==> src/rtl/rsa_modexp_if.sv <==
// rsa_modexp_if: request/response bundle for the modular-exponentiation engine.
//   enable   : level request, held by the master until ready, then dropped
//   base     : base operand (may be >= modulus)
//   exponent : exponent operand, scanned MSB first
//   modulus  : modulus, 0 is illegal
//   result   : base^exponent mod modulus, valid while ready=1
//   ready    : result valid, held until enable drops
//   busy     : engine working (LOAD through FINISH)
//   error    : modulus==0 seen, valid while ready=1
interface rsa_modexp_if #(
    parameter int WIDTH     = 8,
    parameter int EXP_WIDTH = 8
);
    logic                 enable;
    logic [WIDTH-1:0]     base;
    logic [EXP_WIDTH-1:0] exponent;
    logic [WIDTH-1:0]     modulus;
    logic [WIDTH-1:0]     result;
    logic                 ready;
    logic                 busy;
    logic                 error;

    modport master (output enable, base, exponent, modulus,
                    input  result, ready, busy, error);
    modport slave  (input  enable, base, exponent, modulus,
                    output result, ready, busy, error);
endinterface

==> src/rtl/rsa_modexp.sv <==
// rsa_modexp: bit-serial modular exponentiation, result = base^exponent mod modulus.
// Left-to-right square-and-multiply; every modular product is an interleaved
// shift/add/subtract multiply taking WIDTH cycles, base pre-reduced in WIDTH cycles.
// Ports:
//   i_clock : rising-edge clock
//   i_reset : asynchronous active-low reset
//   bus     : rsa_modexp_if.slave (enable/operands in, result/ready/busy/error out)
// Optional macro RSA_MODEXP_CONST_TIME_EN: run MUL for every exponent bit (product
// kept only for 1 bits) and pad the error path, giving operand-independent latency.
module rsa_modexp #(
    parameter int WIDTH     = 8,
    parameter int EXP_WIDTH = 8
) (
    input  logic         i_clock,
    input  logic         i_reset,
    rsa_modexp_if.slave  bus
);
    localparam int CW = (WIDTH > 1) ? $clog2(WIDTH) : 1;
    localparam int IW = (EXP_WIDTH > 1) ? $clog2(EXP_WIDTH) : 1;

    typedef enum logic [2:0] {IDLE, LOAD, REDUCE, SQR, MUL, FINISH, DONE} state_t;

    state_t               r_state;
    logic [EXP_WIDTH-1:0] r_exp;
    logic [WIDTH-1:0]     r_mod;
    logic [WIDTH-1:0]     r_b;     // base mod m
    logic [WIDTH-1:0]     r_acc;
    logic [WIDTH-1:0]     r_p;     // running partial remainder / product, always < m
    logic [WIDTH-1:0]     r_x;     // multiplier (or raw base during REDUCE), shifted MSB out
    logic [WIDTH-1:0]     r_y;     // multiplicand
    logic [CW-1:0]        r_cnt;
    logic [IW-1:0]        r_idx;
    logic [WIDTH-1:0]     r_result;
    logic                 r_ready;
    logic                 r_busy;
    logic                 r_error;

    logic [WIDTH+1:0]     w_m, w_dbl, w_s1, w_sum, w_s2;
    logic [WIDTH-1:0]     w_prod, w_adv;
    logic                 w_go_mul;

    // One step shared by REDUCE (shift in a base bit, no add) and SQR/MUL
    // (double, then conditionally add y); each partial result is folded back below m.
    always_comb begin
        w_m    = {2'b00, r_mod};
        w_dbl  = {1'b0, r_p, (r_state == REDUCE) ? r_x[WIDTH-1] : 1'b0};
        w_s1   = (w_dbl >= w_m) ? w_dbl - w_m : w_dbl;
        w_sum  = (r_state != REDUCE && r_x[WIDTH-1]) ? w_s1 + {2'b00, r_y} : w_s1;
        w_s2   = (w_sum >= w_m) ? w_sum - w_m : w_sum;
        w_prod = WIDTH'(w_s2);
`ifdef RSA_MODEXP_CONST_TIME_EN
        w_go_mul = 1'b1;
`else
        w_go_mul = r_exp[r_idx];
`endif
        // A MUL for a zero exponent bit (constant-time only) is discarded.
        w_adv = (r_state == MUL && !r_exp[r_idx]) ? r_acc : w_prod;
    end

    always_ff @(posedge i_clock or negedge i_reset) begin
        if (!i_reset) begin
            r_state  <= IDLE;
            r_exp    <= '0;
            r_mod    <= '0;
            r_b      <= '0;
            r_acc    <= '0;
            r_p      <= '0;
            r_x      <= '0;
            r_y      <= '0;
            r_cnt    <= '0;
            r_idx    <= '0;
            r_result <= '0;
            r_ready  <= 1'b0;
            r_busy   <= 1'b0;
            r_error  <= 1'b0;
        end else begin
            case (r_state)
                IDLE: begin
                    if (bus.enable) begin
                        r_busy  <= 1'b1;
                        r_state <= LOAD;
                    end
                end
                LOAD: begin
                    // r_x holds the registered base while it is reduced.
                    r_x     <= bus.base;
                    r_exp   <= bus.exponent;
                    r_mod   <= bus.modulus;
                    r_acc   <= WIDTH'(1);
                    r_p     <= '0;
                    r_cnt   <= '0;
                    r_idx   <= IW'(EXP_WIDTH - 1);
                    r_error <= (bus.modulus == '0);
`ifdef RSA_MODEXP_CONST_TIME_EN
                    r_state <= REDUCE;
`else
                    r_state <= (bus.modulus == '0) ? FINISH : REDUCE;
`endif
                end
                REDUCE: begin
                    r_p   <= w_prod;
                    r_x   <= r_x << 1;
                    r_cnt <= r_cnt + 1'b1;
                    if (r_cnt == CW'(WIDTH - 1)) begin
                        r_b     <= w_prod;
                        r_p     <= '0;
                        r_x     <= r_acc;
                        r_y     <= r_acc;
                        r_cnt   <= '0;
                        r_state <= SQR;
                    end
                end
                SQR, MUL: begin
                    r_p   <= w_prod;
                    r_x   <= r_x << 1;
                    r_cnt <= r_cnt + 1'b1;
                    if (r_cnt == CW'(WIDTH - 1)) begin
                        r_acc <= w_adv;
                        r_p   <= '0;
                        r_cnt <= '0;
                        if (r_state == SQR && w_go_mul) begin
                            r_x     <= w_adv;
                            r_y     <= r_b;
                            r_state <= MUL;
                        end else if (r_idx == '0) begin
                            r_state <= FINISH;
                        end else begin
                            r_idx   <= r_idx - 1'b1;
                            r_x     <= w_adv;
                            r_y     <= w_adv;
                            r_state <= SQR;
                        end
                    end
                end
                FINISH: begin
                    r_result <= r_error ? '0 : r_acc;
                    r_ready  <= 1'b1;
                    r_busy   <= 1'b0;
                    r_state  <= DONE;
                end
                DONE: begin
                    if (!bus.enable) begin
                        r_ready  <= 1'b0;
                        r_error  <= 1'b0;
                        r_result <= '0;
                        r_state  <= IDLE;
                    end
                end
                default: r_state <= IDLE;
            endcase
        end
    end

    assign bus.result = r_result;
    assign bus.ready  = r_ready;
    assign bus.busy   = r_busy;
    assign bus.error  = r_error;
endmodule

==> src/flat_wrapper.sv <==
// flat-port wrapper written by rule: the top's interface ports become plain ports
module rsa_modexp_flat 
#(
    parameter int WIDTH     = 8,
    parameter int EXP_WIDTH = 8
)
  (i_clock, i_reset, bus_enable, bus_base, bus_exponent, bus_modulus, bus_result, bus_ready, bus_busy, bus_error);
  rsa_modexp_if #(.WIDTH(WIDTH), .EXP_WIDTH(EXP_WIDTH)) bus_i ();
  input  logic i_clock;
  input  logic i_reset;
  input wire logic [$bits(bus_i.enable)-1:0] bus_enable;
  input wire logic [$bits(bus_i.base)-1:0] bus_base;
  input wire logic [$bits(bus_i.exponent)-1:0] bus_exponent;
  input wire logic [$bits(bus_i.modulus)-1:0] bus_modulus;
  output wire logic [$bits(bus_i.result)-1:0] bus_result;
  output wire logic [$bits(bus_i.ready)-1:0] bus_ready;
  output wire logic [$bits(bus_i.busy)-1:0] bus_busy;
  output wire logic [$bits(bus_i.error)-1:0] bus_error;
  assign bus_i.enable = bus_enable;
  assign bus_i.base = bus_base;
  assign bus_i.exponent = bus_exponent;
  assign bus_i.modulus = bus_modulus;
  assign bus_result = bus_i.result;
  assign bus_ready = bus_i.ready;
  assign bus_busy = bus_i.busy;
  assign bus_error = bus_i.error;
  rsa_modexp #(.WIDTH(WIDTH), .EXP_WIDTH(EXP_WIDTH)) u_core (.i_clock(i_clock), .i_reset(i_reset), .bus(bus_i));
endmodule
==> config.mk <==
export PLATFORM = sky130hd
export DESIGN_NAME = rsa_modexp_flat
export DESIGN_NICKNAME = d
export VERILOG_FILES = /design/src/rtl/rsa_modexp_if.sv /design/src/rtl/rsa_modexp.sv /design/src/flat_wrapper.sv
export SDC_FILE = /design/constraint.sdc
export NUM_CORES = 1
export LEC_CHECK = 0
export BUFFER_PORTS_ARGS = -buffer_cell sky130_fd_sc_hd__buf_2
export CORE_UTILIZATION = 30
export DETAILED_ROUTE_END_ITERATION = 7
export GPL_TIMING_DRIVEN = 0
export HOLD_SLACK_MARGIN = 0.05
export SLEW_MARGIN = 25
export SYNTH_ARGS = -nofsm -noshare
export SYNTH_HDL_FRONTEND = slang
export SYNTH_SLANG_ARGS = --single-unit
==> constraint.sdc <==
create_clock -name i_clock -period 5.81 [get_ports i_clock]
set_input_delay 0.8715 -clock i_clock [delete_from_list [all_inputs] [get_ports i_clock]]
set_output_delay 0.8715 -clock i_clock [all_outputs]
set_load 0.01 [all_outputs]
Yosys cells after proc, flatten, opt, wreduce, memory -nomap -nowiden. Cells that the tools add are included.

Flip-flop bits (word level): 76. Input port bits: 27. Output and inout bits: 11. Logic and storage cells: 104.

$add $sub $neg: 5. Magnitude comparators: 3. Equal/unequal tests: 15. Muxes and demuxes: 43. Reduce and logical (&&, ||, !) cells: 24.

Operators by type and width (count): 8-bit 2-to-1 mux (14); 8-bit case mux with 2 select lines (4); 3-bit 2-to-1 mux (11); 8-bit case mux with 3 select lines (1); 10-bit 2-to-1 mux (2); 3-bit case mux with 6 select lines (1); 3-bit == test (second input constant) (4); 3-bit case mux with 2 select lines (2); 4-bit AND reduction (3); 2-bit nonzero test (6); 10-bit by 8-bit adder with 10-bit output (1); 10-bit by 8-bit >= comparator with 1-bit output (1); 2-bit != test (second input constant) (5); 2-bit AND reduction (5); 9-bit by 8-bit subtractor with 10-bit output (1); 9-bit by 8-bit >= comparator with 1-bit output (1); 8-bit zero test (1); 8-bit subtractor (1); 3-bit by 2-bit == test with 1-bit output (second input constant) (2); 3-bit zero test (2); 3-bit by 2-bit != test with 1-bit output (second input constant) (2); 1-bit case mux with 2 select lines (3); 3-bit by 4-bit less-than comparator with 1-bit output (second input constant) (1); 1-bit 2-to-1 mux (4); 10 further kinds (12).

Logic depth before layout (Yosys ltp). Gate-level depths: netlist (run 1).

Word-level depth: 13. Depth in mapped cells: 30. Depth with buffers taken out: 28.

Worst setup path before layout (run 1). OpenSTA, ideal clock, no wires.

Path kind: flip-flop to flip-flop. Start point: register u_core.r_state[2]. End point: register u_core.r_x[5]. Arrival: 5775 ps. Data required time: 5718 ps. Setup slack: -57 ps. Stages on the path, launching flop included: 29. Path buffers: 3. Cells stage by stage: dfrtp_1 clkbuf_1 nor3_1 nand2_1 ha_1 fa_1 nand2b_1 a211oi_2 nor4b_1 buf_2 o21ai_0 ha_1 inv_1 fa_1 nor2b_1 o21ai_0 nand2b_1 xnor2_1 o21ai_0 ha_1 nand2_1 a31oi_1 a211o_1 a21o_1 a221o_1 or2_4 buf_6 a211o_1 o31ai_2.

Cells in the longest elaborated chain, start to end: 13. Elaborated cells on any way between the ends: 24. Those cells by class: 3 x add/sub; 2 x order compare; 5 x eq/ne; 9 x mux; 5 x reduce/logical.

Ends and longest elaborated chain: start: declaration (line rsa_modexp.sv:23) `state_t r_state;`; start signal: assignment (line rsa_modexp.sv:97) `r_state <= (bus.modulus == '0) ? FINISH : REDUCE;`; 3-bit by 2-bit == test with 1-bit output (line rsa_modexp.sv:46, rsa_modexp.sv:77); 1-bit 2-to-1 mux (line rsa_modexp.sv:46) `w_dbl = {1'b0, r_p, (r_state == REDUCE) ? r_x[WIDTH-1] : 1'b0};`; 9-bit by 8-bit subtractor with 10-bit output / 9-bit by 8-bit >= comparator with 1-bit output (equally long branches) (line rsa_modexp.sv:47) `w_s1 = (w_dbl >= w_m) ? w_dbl - w_m : w_dbl;`; 10-bit 2-to-1 mux (line rsa_modexp.sv:47); 10-bit by 8-bit adder with 10-bit output (line rsa_modexp.sv:48) `w_sum = (r_state != REDUCE && r_x[WIDTH-1]) ? w_s1 + {2'b00, r_y} : w_s1;`; 10-bit 2-to-1 mux (line rsa_modexp.sv:48); 8-bit subtractor / 10-bit by 8-bit >= comparator with 1-bit output (equally long branches) (line rsa_modexp.sv:49) `w_s2 = (w_sum >= w_m) ? w_sum - w_m : w_sum;`; 8-bit 2-to-1 mux (line rsa_modexp.sv:49); 8-bit 2-to-1 mux (line rsa_modexp.sv:57) `w_adv = (r_state == MUL && !r_exp[r_idx]) ? r_acc : w_prod;`; 8-bit 2-to-1 mux (line rsa_modexp.sv:125) `end else if (r_idx == '0) begin`; 8-bit 2-to-1 mux (line rsa_modexp.sv:121) `if (r_state == SQR && w_go_mul) begin`; 8-bit 2-to-1 mux (line rsa_modexp.sv:117) `if (r_cnt == CW'(WIDTH - 1)) begin`; 8-bit case mux with 3 select lines (line rsa_modexp.sv:77) `case (r_state)`; end signal: assignment (line rsa_modexp.sv:115) `r_x <= r_x << 1;`; end signal: assignment (line rsa_modexp.sv:122) `r_x <= w_adv;`; end signal: assignment (line rsa_modexp.sv:129) `r_x <= w_adv;`; end: declaration (line rsa_modexp.sv:29) `logic [WIDTH-1:0] r_x;`.

Several ways; a longest one is shown, not always the timed one. A chain may end at the register's enable or synchronous reset.

Worst setup path in the final report (run 1).
Start point: register u_core.r_state[1]. End point: register u_core.r_acc[0].

Cells in the longest elaborated chain, start to end: 11. Elaborated cells on any way between the ends: 23. Those cells by class: 3 x add/sub; 2 x order compare; 6 x eq/ne; 7 x mux; 5 x reduce/logical.

Ends and longest elaborated chain: 3-bit by 2-bit == test with 1-bit output (line rsa_modexp.sv:46); 1-bit 2-to-1 mux (line rsa_modexp.sv:46); 9-bit by 8-bit subtractor with 10-bit output / 9-bit by 8-bit >= comparator with 1-bit output (equally long branches) (line rsa_modexp.sv:47); 10-bit 2-to-1 mux (line rsa_modexp.sv:47); 10-bit by 8-bit adder with 10-bit output (line rsa_modexp.sv:48); 10-bit 2-to-1 mux (line rsa_modexp.sv:48); 8-bit subtractor / 10-bit by 8-bit >= comparator with 1-bit output (equally long branches) (line rsa_modexp.sv:49); 8-bit 2-to-1 mux (line rsa_modexp.sv:49); 8-bit 2-to-1 mux (line rsa_modexp.sv:57); 8-bit 2-to-1 mux (line rsa_modexp.sv:117); 8-bit case mux with 2 select lines (line rsa_modexp.sv:77); end signal: assignment (line rsa_modexp.sv:118) `r_acc <= w_adv;`; end: declaration (line rsa_modexp.sv:27) `logic [WIDTH-1:0] r_acc;`.

Several ways; a longest one is shown, not always the timed one. The select of a mux whose other input is x is not followed.

==> results_dict.tcl, run 1 <==
set metrics [dict create \
    grt_util_all_layers_pct 18.0 \
    die_w_um 134 \
    dpl.cell_count 876 \
    grt_antenna_before_repair 0 \
    maxSlewHeadroom_pct 28.0 \
    pin_count 38 \
    clkSinkCount 76 \
    postLayoutSetupSlackWorst_ns -0.0897 \
    fmax_ghz 0.170 \
    cts-root-buf "sky130_fd_sc_hd__clkbuf_16" \
    layout-drive-gt1-share_pct 24.1 \
    die_h_um 134 \
    port_buffers 37 \
    crit_arrival_ns 6.15 \
    critical_path.endpoint_type "flip-flop" \
    dp_worst_setup_slack_ns -1.32 \
    drc_violation_count_after_routing 0 \
    dominant_combinational_cell_family_by_area_after_synthesis "compound AO/OA/AOI/OAI gates" \
    worst-endpoint-required_ns 6.06 \
    place_hpwl_um 11500 \
    cts_inserted_buffers 9 \
    starting_utilization_of_the_core_area_pct 30.6 \
    crit_type "reg -> reg" \
    nets_finish 754 \
    yosys_warnings 0 \
    yosys_register_bits 76 \
    grt_max_degree 46 \
    ctsLongestPathBuffers 2 \
    status "complete, but fails checks" \
    cts.hold.buffers_added 0 \
    synth_compound_gate_area_share_pct 24.5 \
    timing.final.setup_violations 29 \
    final_max_slew_viols 0 \
    syn-mean-instance-area_um2 8.57 \
    worst_setup_path_start_kind "flip-flop" \
    netlist-cell-type-count 63 \
    critical_path_peak_fanout 8 \
    area.growth.synth_to_final_pct 27.5 \
    min_period_ns 5.90 \
    via_count 5060 \
    grt_pass1_vias 4731 \
    gpl.final_weighted_congestion 0.871 \
    skew_ns 0.00922 \
    worstHoldPathType "reg -> reg" \
    detailedRoute.firstIterationViolations 404 \
    stdcell_count 925 \
    grt_first_pass_wirelength_um 25300 \
    globalRoute.totalOverflow 0 \
    synthesized_area_fraction_occupied_by_adder_cells_pct 8.05 \
    postRouteWirelength_um 16200 \
    worst-slew-pin-transition_ns 1.08 \
    die_area_um2 18000 \
    synth_mux_area_share_pct 6.60 \
    synthesis.nets 672 \
    ant_nets 0 \
    final.period_utilization_pct 102 \
    avgViaCountPerCell 5.47 \
    mappedNetlistArea_um2 5250 \
    post_synth_simple_gate_area_pct 17.9 \
    maximum_level_of_the_cts_h_tree 3 \
    route.detailed.wl_per_inst_um 17.5 \
    synth_seq_area_share_pct 36.2 \
    placement_rows 48 \
    async_flop_share_pct 100 \
    report.final.hold_viol_count 0 \
    clock_pin_slew_on_the_worst_setup_and_hold_paths_ns 0.06 \
    post_synth_xor_area_fraction_pct 2.67 \
    rsz_0062_raised_after_global_routing "yes" \
    violations "negative setup slack" \
    synth_ff_type "sky130_fd_sc_hd__dfrtp_1" \
    detail_route.first_pass.iterations 6 \
    antenna_cells 0 \
    postSynthCellCount 613 \
    synth_enable_flop_cells 0 \
    clock_latency_ns 0.34 \
    cts_tree "done" \
    max_cap_violations 0 \
    core_region_area_um2 17200 \
]
metrics by stage:
step | area, um^2 | TNS (ns) | utilization, % | hold slack (ns)
2_1_floorplan | 5260 | 0 | - | 0.450
3_3_place_gp | 5730 | -45.35 | 33.3 | 0.449
3_5_place_dp | 5760 | -44.54 | 33.5 | 0.453
4_1_cts | 6420 | 0 | 37.4 | 0.467
5_1_grt | 6700 | -7.18 | 39.0 | 0.503
6_report | 6700 | -1.17 | 39.0 | 0.460
timing repair:
item / CTS / global route
endpoints found under the setup margin: 40 / 40
cloned: 0 / 1
pin swaps: 16 / 42
setup buffers: 22 / 12
gates resized for setup: 50 / 51
cell type report:
| class | count | area (um^2) |
|---|---|---|
| clock inverters | 7 | 57.6 |
| fillers | 1753 | 10500 |
| multi-input cells | 482 | 3500 |
| well taps | 225 | 282 |
| flip-flops and latches | 76 | 1900 |
| inverters | 24 | 97.6 |
| repair buffers | 73 | 495 |
| clock buffers | 9 | 225 |
| plain buffers | 29 | 141 |
synthesized netlist by cell type (all sizes together), types with 9 or more instances:
master / count / area [um^2]
dfrtp: 76 / 1900
clkbuf: 21 / 78.8
a211oi: 12 / 95.1
a21oi: 41 / 205
mux2i: 14 / 140
nand3: 19 / 95.1
ha: 29 / 363
o21ai: 68 / 348
o31ai: 10 / 80.1
xor2: 10 / 87.6
mux2: 14 / 161
o211ai: 10 / 75.1
inv: 24 / 90.1
nand2: 88 / 330
buf: 10 / 48.8
nor2: 47 / 176
nand2b: 9 / 56.3
cells by family after synthesis:
group	Yosys count
XOR/XNOR	16
multiplexers	30
flip-flops	76
adder cells (fa/ha/maj)	32
AND/OR/NAND/NOR	205
buffers and inverters	55
AO/OA/AOI/OAI	199
layout by cell type, fill, tap and decap left out, drive strengths merged, types with 9 or more instances in the layout:
cell type / count
o31ai: 10
nand2b: 9
mux2i: 14
clkbuf: 29
nor2: 47
nand3: 19
dfrtp: 76
inv: 28
ha: 29
nand2: 88
a21oi: 41
buf: 82
o211ai: 10
o21ai: 68
a211oi: 12
mux2: 14
xor2: 10
worst paths after layout:
kind / start / to / slack, ns / depth (start not counted)
hold / removal: u_core.bus.result[7] / u_core.bus.result[7] / 0.46 / 2
max in group asynchronous: i_reset / u_core.r_acc[7] / 4.76 / 2
setup reg to reg: u_core.r_state[1] / u_core.r_acc[0] / -0.09 / 27
min in group asynchronous: i_reset / u_core.bus.error / 0.47 / 1
setup / recovery: u_core.r_state[1] / u_core.r_acc[0] / -0.09 / 27
hold reg to reg: u_core.bus.result[7] / u_core.bus.result[7] / 0.46 / 2
flip-flops by register name, indices dropped and copies added (netlist names):
| register | count |
|---|---|
| u_core.bus.result | 8 |
| u_core.r_b | 8 |
| u_core.r_exp | 8 |
| u_core.bus.error | 1 |
| u_core.r_y | 8 |
| u_core.bus.busy | 1 |
| u_core.r_p | 8 |
| u_core.r_x | 8 |
| u_core.r_acc | 8 |
| u_core.r_state | 3 |
| u_core.r_mod | 8 |
| u_core.r_cnt | 3 |
| u_core.bus.ready | 1 |
| u_core.r_idx | 3 |
metal layers:
metal  global-route usage (%)  vias up  part of all wire, %
met3                     2.42       35                  4.7
met1                     25.4     2460                   47
met4                     6.43        0                  2.8
met5                        0        -                    0
met2                     28.0      166                   46
li1                         -     2399                    -
critical path, cell delays in order, from the launching register on:
cell                       delay, ns
sky130_fd_sc_hd__dfrtp_1        0.34
sky130_fd_sc_hd__buf_6          0.12
sky130_fd_sc_hd__inv_8          0.03
sky130_fd_sc_hd__nor3_4         0.19
sky130_fd_sc_hd__nand2_1        0.08
sky130_fd_sc_hd__ha_2           0.22
sky130_fd_sc_hd__fa_2           0.42
sky130_fd_sc_hd__nand2b_4       0.17
sky130_fd_sc_hd__a211oi_4       0.33
sky130_fd_sc_hd__nor4b_4        0.12
sky130_fd_sc_hd__buf_6          0.17
sky130_fd_sc_hd__o21ai_4        0.18
sky130_fd_sc_hd__ha_4           0.17
sky130_fd_sc_hd__inv_2          0.04
sky130_fd_sc_hd__fa_2           0.38
sky130_fd_sc_hd__xor2_2         0.16
sky130_fd_sc_hd__a21oi_2        0.21
sky130_fd_sc_hd__ha_1           0.28
sky130_fd_sc_hd__nor2b_4        0.14
sky130_fd_sc_hd__o21ai_2        0.13
sky130_fd_sc_hd__a31oi_1        0.11
sky130_fd_sc_hd__a211o_1        0.25
sky130_fd_sc_hd__a21o_1         0.17
sky130_fd_sc_hd__a221o_1        0.42
sky130_fd_sc_hd__or2_4          0.31
sky130_fd_sc_hd__buf_4          0.14
sky130_fd_sc_hd__mux2_4         0.33
sky130_fd_sc_hd__a31oi_1        0.19
Power of run 1 is not shown: default switching activity piles up to over one toggle a cycle in this logic, so the estimate is an artifact.
==> inputs of run 2 (changes only) <==
==> constraint.sdc (replaced) <==
create_clock -name i_clock -period 5.3 [get_ports i_clock]
set_input_delay 0.795 -clock i_clock [delete_from_list [all_inputs] [get_ports i_clock]]
set_output_delay 0.795 -clock i_clock [all_outputs]
set_load 0.01 [all_outputs]
==> results_dict.tcl, run 2 (synthesis gave the netlist of run 1 again) <==
set metrics [dict create \
    status "complete, but fails checks" \
    violations "negative setup slack" \
    cts_inserted_buffers 9 \
    core_region_area_um2 17200 \
    area.growth.synth_to_final_pct 27.5 \
    ant_nets 0 \
    nets_finish 742 \
    cts-root-buf "sky130_fd_sc_hd__clkbuf_16" \
    die_area_um2 18000 \
    placement_rows 48 \
    place_hpwl_um 11600 \
    gpl.final_weighted_congestion 0.817 \
    crit_arrival_ns 5.96 \
    grt_max_degree 47 \
    detail_route.first_pass.iterations 5 \
    grt_first_pass_wirelength_um 24800 \
    route.detailed.wl_per_inst_um 17.2 \
    worst_setup_path_start_kind "flip-flop" \
    fmax_ghz 0.175 \
    worst-endpoint-required_ns 5.55 \
    report.final.hold_viol_count 0 \
    detailedRoute.firstIterationViolations 334 \
    crit_path_start "u_core.r_state[0]" \
    maximum_level_of_the_cts_h_tree 3 \
    antenna_cells 0 \
    skew_ns 0.00419 \
    postRouteWirelength_um 15700 \
    globalRoute.totalOverflow 0 \
    clock_latency_ns 0.34 \
    fin_tns_setup_ns -13.36 \
    via_count 4954 \
    final.period_utilization_pct 108 \
    crit_type "reg -> reg" \
    commonest_non_fill_non_tap_cells_in_the_layout "87 x sky130_fd_sc_hd__nand2_1, 76 x sky130_fd_sc_hd__dfrtp_1, 47 x sky130_fd_sc_hd__nor2_1, 37 x sky130_fd_sc_hd__buf_2, 36 x sky130_fd_sc_hd__a21oi_1" \
    pin_count 38 \
    layout-drive-gt1-share_pct 23.0 \
    grt_pass1_vias 4648 \
    min_period_ns 5.70 \
    final_common_cell "sky130_fd_sc_hd__nand2_1" \
    maxSlewHeadroom_pct 26.4 \
    timing.rr.start "u_core.r_state[0]" \
    fin_hold_ws_ns 0.392 \
    postLayoutSetupSlackWorst_ns -0.402 \
    drc_violation_count_after_routing 0 \
    die_w_um 134 \
    timing.final.setup_violations 40 \
    grt_util_all_layers_pct 17.9 \
    rsz_0062_raised_after_global_routing "yes" \
    die_h_um 134 \
    critical_path.endpoint_type "flip-flop" \
    worst-slew-pin-transition_ns 1.10 \
    final_max_slew_viols 0 \
    clkSinkCount 76 \
    worstHoldPathType "in -> async" \
    cts_tree "done" \
    avgViaCountPerCell 5.43 \
    clock_pin_slew_on_the_worst_setup_and_hold_paths_ns 0.06 \
    ctsLongestPathBuffers 2 \
    port_buffers 37 \
    starting_utilization_of_the_core_area_pct 30.6 \
    max_cap_violations 0 \
    grt_antenna_before_repair 0 \
    critical_path_peak_fanout 8 \
]
-- run 2: worst max-delay path, cell delays in order (launching register included) --
cell and delay, ns:
sky130_fd_sc_hd__dfrtp_1 0.38, sky130_fd_sc_hd__buf_8 0.13, sky130_fd_sc_hd__nor3_4 0.18, sky130_fd_sc_hd__nand2_1 0.08, sky130_fd_sc_hd__ha_2 0.19, sky130_fd_sc_hd__fa_2 0.36
sky130_fd_sc_hd__nand2b_4 0.16, sky130_fd_sc_hd__a211oi_4 0.37, sky130_fd_sc_hd__nor4b_4 0.10, sky130_fd_sc_hd__buf_6 0.17, sky130_fd_sc_hd__o31ai_4 0.30, sky130_fd_sc_hd__ha_4 0.28
sky130_fd_sc_hd__a21oi_1 0.18, sky130_fd_sc_hd__nand3_2 0.14, sky130_fd_sc_hd__xor2_1 0.17, sky130_fd_sc_hd__mux2_4 0.31, sky130_fd_sc_hd__ha_4 0.25, sky130_fd_sc_hd__nand2_1 0.07
sky130_fd_sc_hd__a31oi_1 0.04, sky130_fd_sc_hd__a211o_1 0.24, sky130_fd_sc_hd__a21o_1 0.16, sky130_fd_sc_hd__a221o_1 0.36, sky130_fd_sc_hd__or2_4 0.31, sky130_fd_sc_hd__buf_12 0.15
sky130_fd_sc_hd__a211o_4 0.34, sky130_fd_sc_hd__o31ai_2 0.17
-- run 2: timing repair --
item                       4_1_cts  5_1_grt
cloned                           1        0
gates resized for setup         57       25
pin swaps                       30       23
hold buffers                     0        0
buffers inserted                13        7
setup endpoints to repair       40       40
-- run 2: worst paths after layout --
kind                                             end  slack, ns  cells after the start
worst max-delay path                   u_core.r_x[5]      -0.40                     25
worst min-delay path            u_core.bus.result[6]       0.39                      1
worst max register to register         u_core.r_x[5]      -0.40                     25
worst min register to register  u_core.bus.result[7]       0.48                      2
max in group asynchronous           u_core.bus.ready       4.32                      2
min in group i_clock            u_core.bus.result[7]       0.48                      2
-- run 2: through the flow --
step | utilization [%] | setup WS [ns] | cells | cell area (um^2)
floorplan | - | -0.0589 | 613 | 5350
global placement | 33.9 | -1.02 | 875 | 5820
detailed placement | 34.0 | -1.02 | 876 | 5850
CTS | 38.1 | -0.384 | 906 | 6550
global route | 39.0 | -0.591 | 913 | 6700
finish | 39.0 | -0.402 | 913 | 6700
-- run 2: area by class of cell --
class	count	area [um^2]
flip-flops and latches	76	1900
clock inverters	5	83.8
plain buffers	31	170
repair buffers	59	393
inverters	24	92.6
multi-input cells	482	3520
well taps	225	282
clock buffers	11	253
fillers	1786	10500
-- run 2: per-layer routing --
| layer | track usage [%] | vias to the layer above | part of all wire, % |
|---|---|---|---|
| met2 | 27.5 | 142 | 46 |
| met1 | 24.6 | 2415 | 47 |
| met4 | 7.18 | 0 | 2.4 |
| met5 | 0 | - | 0 |
| li1 | - | 2368 | - |
| met3 | 3.44 | 29 | 5.0 |
Power of run 2 is left out for the same reason.
